===== config.mk =====
export PLATFORM = sky130hd
export DESIGN_NAME = stream_arbiter_rr
export DESIGN_NICKNAME = d
export VERILOG_FILES = /design/src/rtl/stream_arbiter_rr.sv
export SDC_FILE = /design/constraint.sdc
export NUM_CORES = 1
export LEC_CHECK = 0
export BUFFER_PORTS_ARGS = -buffer_cell sky130_fd_sc_hd__buf_4
export CORE_UTILIZATION = 34
export CTS_CLUSTER_DIAMETER = 40
export DETAILED_ROUTE_END_ITERATION = 10
export GPL_ROUTABILITY_DRIVEN = 0
export PLACE_DENSITY = 0.83
export SLEW_MARGIN = 25
export SYNTH_ARGS = -nofsm -noshare
export SYNTH_HDL_FRONTEND = slang
export SYNTH_SLANG_ARGS = --single-unit

===== constraint.sdc =====
create_clock -name clk_i -period 3.6 [get_ports clk_i]
set_input_delay 0.72 -clock clk_i [delete_from_list [all_inputs] [get_ports clk_i]]
set_output_delay 0.72 -clock clk_i [all_outputs]
set_load 0.01 [all_outputs]

===== src/rtl/stream_arbiter_rr.sv =====
// N-to-1 valid/ready stream arbiter with round-robin fairness.
// The grant is held while the output stalls so the output stream stays stable.
module stream_arbiter_rr #(
    parameter int unsigned N_INP      = 4,
    parameter int unsigned DATA_WIDTH = 32,
    localparam int unsigned IDX_WIDTH = (N_INP > 1) ? $clog2(N_INP) : 1
) (
    input  logic                        clk_i,
    input  logic                        rst_i,
    input  logic [N_INP-1:0]            inp_valid_i,
    output logic [N_INP-1:0]            inp_ready_o,
    input  logic [N_INP*DATA_WIDTH-1:0] inp_data_i,
    output logic                        oup_valid_o,
    input  logic                        oup_ready_i,
    output logic [DATA_WIDTH-1:0]       oup_data_o,
    output logic [IDX_WIDTH-1:0]        oup_idx_o
);

    localparam logic [IDX_WIDTH-1:0] LastIdx = IDX_WIDTH'(N_INP - 1);

    logic [IDX_WIDTH-1:0]  r_rr;
    logic                  r_lock;
    logic [IDX_WIDTH-1:0]  r_lock_idx;

    logic [IDX_WIDTH-1:0]  w_arb_idx;
    logic [IDX_WIDTH-1:0]  w_idx;
    logic [IDX_WIDTH-1:0]  w_rr_next;
    logic                  w_lock_valid;
    logic                  w_valid;
    logic                  w_hs;
    logic                  w_stall;
    logic [DATA_WIDTH-1:0] w_data;

    // Scan r_rr, r_rr+1, ... modulo N_INP; the first valid input wins.
    always_comb begin
        logic        found;
        int unsigned cand;
        w_arb_idx = r_rr;
        found     = 1'b0;
        for (int unsigned off = 0; off < N_INP; off++) begin
            cand = 32'(r_rr) + off;
            if (cand >= N_INP) begin
                cand = cand - N_INP;
            end
            for (int unsigned k = 0; k < N_INP; k++) begin
                if (!found && (cand == k) && inp_valid_i[k]) begin
                    w_arb_idx = IDX_WIDTH'(k);
                    found     = 1'b1;
                end
            end
        end
    end

    always_comb begin
        w_lock_valid = 1'b0;
        for (int unsigned k = 0; k < N_INP; k++) begin
            if (r_lock_idx == IDX_WIDTH'(k)) begin
                w_lock_valid = inp_valid_i[k];
            end
        end
    end

    assign w_idx   = r_lock ? r_lock_idx : w_arb_idx;
    assign w_valid = r_lock ? w_lock_valid : |inp_valid_i;

    always_comb begin
        w_data = '0;
        for (int unsigned k = 0; k < N_INP; k++) begin
            if (w_idx == IDX_WIDTH'(k)) begin
                w_data = inp_data_i[k*DATA_WIDTH +: DATA_WIDTH];
            end
        end
    end

    // Outputs are forced quiet while reset is held.
    assign oup_valid_o = !rst_i && w_valid;
    assign oup_idx_o   = rst_i ? '0 : w_idx;
    assign oup_data_o  = rst_i ? '0 : w_data;

    always_comb begin
        inp_ready_o = '0;
        for (int unsigned k = 0; k < N_INP; k++) begin
            inp_ready_o[k] = oup_ready_i && oup_valid_o && (w_idx == IDX_WIDTH'(k));
        end
    end

    assign w_hs      = oup_valid_o && oup_ready_i;
    assign w_stall   = oup_valid_o && !oup_ready_i;
    assign w_rr_next = (w_idx == LastIdx) ? '0 : w_idx + 1'b1;

    always_ff @(posedge clk_i) begin
        if (rst_i) begin
            r_rr       <= '0;
            r_lock     <= 1'b0;
            r_lock_idx <= '0;
        end else begin
            r_lock <= w_stall;
            if (w_stall) begin
                r_lock_idx <= w_idx;
            end
            if (w_hs) begin
                r_rr <= w_rr_next;
            end
        end
    end

`ifndef SYNTHESIS
    a_ready_needs_valid : assert property (@(posedge clk_i)
        (inp_ready_o & ~inp_valid_i) == '0);

    a_ready_onehot : assert property (@(posedge clk_i) $onehot0(inp_ready_o));

    // A dropped valid on the locked input is tolerated, hence the !oup_valid_o escape.
    a_stable_when_stalled : assert property (@(posedge clk_i) disable iff (rst_i)
        (oup_valid_o && !oup_ready_i) |=>
        (!oup_valid_o || ($stable(oup_idx_o) && $stable(oup_data_o))));
`endif

endmodule

==> impl_summary.md <==
Synth
The synthesized area per cell is between 6 and 7 sq um. The post-synthesis sequential area ratio is a little under 7%. Counting flops and latches in the post-synthesis netlist gives 5. Counting every net in the synthesized netlist gives roughly 380. The number of warnings reported in the yosys synthesis log is 0. The number of different library cells used by synthesis comes to 26. The cell count after synthesis came out at roughly 240. The synthesized netlist occupies a cell area of 1460 sq um.

Timing
The count of endpoints failing setup in the final report is 0. The final max-slew violation count came to 0. Subtracting the final worst setup slack from the clock period gives roughly 3.5 ns. Adding up every negative setup slack in the final design gives 0 ns. In this run the tightest slew margin relative to its limit is 68.4%. The number of hold-slack violations in the final timing report is 0. For the final database, setup skew stands at between 0.0005 and 0.0006 ns. The slew at the pin with the worst max-slew slack is 0.473 ns. The fmax is between 0.2 and 0.3 GHz.

After layout, the worst path uses between 90% and 100% of the clock period.

Placement
During placement, the flow inserted port buffers numbering 173. The wire-length estimate of the detail-placed layout is roughly 5300 um. Including well taps, the total number of placed cells is 444.

Layout
The diode insertion count for antenna repair is 0. After the last flow step, the layout net total stands at about 550. The post-route netlist has a little under three fifths of its cells at a drive strength greater than 1. Fill cells in the final layout number approximately 310. From synthesis to final layout, the design area changed by 115%.

The final standard cell count with taps included and fillers excluded is about 460.

Clock tree
The clock slew seen by the registers of the worst setup and hold paths is approximately 0.040 ns. The number of H-tree levels is 1. The CTS tree is yes. The clock passes through at most 2 buffers.

Hold repair after CTS inserted 0 buffers. TritonCTS created 3 clock buffers. The tree is rooted in a clkbuf_8.

The clock latency on the worst-skew pair is approximately 0.23 ns. The count of clock tree sinks is 5.

Floorplanning
The total die area is roughly 4600 sq um. Once the floorplan was initialized, standard cells occupied 36.0% of the core. The number of placement rows is 23. From left edge to right edge, the die measures between 60 and 70 um.

The total area inside the core boundary comes to between 4000 and 5000 sq um. The floorplan die height is ~68 um. 174 I/O pins were placed.

Setup path
For this run, the slowest stage of the critical path takes ~0.28 ns. By instance count, the cell type seen most on the critical path is buf_4. The critical path class is input port to output pin.

The highest fanout seen on the critical path is 32. For the worst setup path, the data arrival time is between 2 and 3 ns. Data on the critical path is required at its endpoint by ~2.9 ns.

For this design, the slowest cell found on the critical path is a221oi_2. The kind of start point of the critical path is an input port. Traced cell by cell, the critical path runs through buf_4 > inv_1 > o22ai_1 > a221oi_2 > o22ai_2 > buf_4 > ha_2 > clkbuf_16 > a221oi_1 > nor3_1 > a21oi_1 > nor2_1 > buf_4. The worst setup path is captured at an output pin.

Global routing
Entering global routing, the biggest net connects 66 pins. The global-route wire length before repair is approximately 9700 um. Across every metal layer, demand over resource in global routing totals 27.6%. The number of antenna violations at the first check in global routing is 0.

The via count of the first global-routing pass is around 2.1k. The global route total overflow is 0.

Routing
In this run the remaining antenna-violating nets after routing total 0. The count of unresolved DRC violations after routing is 0. The mean number of vias per cell is about 5.5.

For this block, the via count after detailed routing is approximately 2.5k. For this block, the initial DRC count from the detailed router was 192. After detailed routing, the average wire length per cell comes to around 17 um. For this block, the routed nets add up to roughly 7700 um of wire. The first detailed-routing pass took 5 iterations.

Pwr
The leakage power figure is between 0.0015 and 0.002 uW. Power spread over the standard cell area amounts to roughly 330 nW/um^2. VDD sags by at most about 230 uV. After layout, the design draws a total of roughly 1000 uW.

Hold path
The worst min-delay path category is flop to flop.

Job
The max-cap violation count is 0.

Status
The flow ran to the end, and the final reports show no timing, DRC or antenna violations.
-- metal layers --
| metal | track usage [%] | share of wire [%] | vias to the layer above |
|---|---|---|---|
| li1 | - | - | 1221 |
| met5 | 0 | 0 | - |
| met1 | 33.7 | 36 | 1130 |
| met2 | 48.1 | 50 | 149 |
| met3 | 7.09 | 12 | 15 |
| met4 | 5.05 | 1.6 | 0 |
-- cell usage after synthesis (all sizes together) --
master | n | share of area (%)
nor2 | 36 | 9.3
nor2b | 35 | 15
a21oi | 34 | 12
a221oi | 33 | 20
nor3 | 32 | 11
clkbuf | 21 | 5.4
dfxtp | 5 | 6.9
inv | 5 | 1.3
and2 | 4 | 1.9
buf | 4 | 1.3
ha | 4 | 3.4
mux2i | 4 | 2.7
o21ai | 4 | 1.4
o22ai | 4 | 1.7
nand2 | 2 | 0.51
nand2b | 2 | 0.86
nand3 | 2 | 0.69
and3b | 1 | 0.60
mux2 | 1 | 1.0
mux4 | 1 | 1.5
nor3b | 1 | 0.86
nor4 | 1 | 0.43
or4 | 1 | 0.51
-- kinds of logic after synthesis --
logic type               share of synthesized area, %
AND/OR/NAND/NOR                                  41.6
AO/OA/AOI/OAI                                    34.8
buffers and inverters                            7.98
multiplexers                                     5.32
flip-flops                                       6.86
adder cells (fa/ha/maj)                          3.43
-- area by class of cell --
cell class | count | area [sq um] | share of cell area (%)
Timing Repair Buffer | 189 | 1520 | 48.5
Multi-Input combinational cell | 202 | 1390 | 44.3
Sequential cell | 5 | 100 | 3.18
Tap cell | 50 | 62.6 | 1.99
Clock buffer | 4 | 45.0 | 1.43
Inverter | 5 | 18.8 | 0.597
-- per-stage QoR --
step	hold WS [ns]	util (%)	setup WS [ns]	cell area [sq um]
2_1_floorplan	0.466	-	0.159	1460
3_3_place_gp	0.487	69.9	0.129	2840
3_5_place_dp	0.500	69.9	-0.00257	2840
4_1_cts	0.505	71.0	0.00226	2880
5_1_grt	0.550	77.5	-0.0899	3140
6_report	0.529	77.5	0.0720	3140
-- power by group --
group	total, uW	leakage (uW)	internal [uW]	switching (uW)
sequential	72.9	0.0000412	62.0	10.9
clock	108	0.0000228	76.3	31.3
combinational	868	0.00144	461	407
-- flip-flops by register name (all words and copies together), names as in the netlist --
name,cells
r_rr,2
r_lock,1
r_lock_idx,2
-- timing repair --
action                                  in CTS  in global routing
cloned                                       0                  4
endpoints found under the setup margin       3                 32
gates resized for setup                      0                 32
pin swaps                                    1                  9
setup buffers                                0                  3
-- cell usage in the layout (no fill, tap or decap), types with 4 or more instances in the layout --
cell type and count:
buf_6 4, a221oi_1 21, nor3_1 30, mux2i_1 4
a21oi_1 32, nor2b_1 33, dfxtp_1 5, buf_4 179
nor2_1 36, a221oi_2 12
-- worst paths after layout --
kind / start / to / slack (ns) / depth (start not counted)
setup / recovery: inp_valid_i[0] / oup_data_o[14] / 0.07 / 13
hold / removal: r_lock_idx[0] / r_lock_idx[0] / 0.53 / 2
setup reg to reg: r_rr[1] / r_rr[1] / 1.62 / 8
hold reg to reg: r_lock_idx[0] / r_lock_idx[0] / 0.53 / 2
-- worst max-delay path, delay by kind of cell --
kind,cells,cell delay [ns]
buffers and inverters,5,0.78
adders and majority gates,1,0.22
AOI/OAI and AO/OA,5,0.94
and+or+nand+nor,2,0.14
Note: power is estimated with default switching activity, not from simulation.
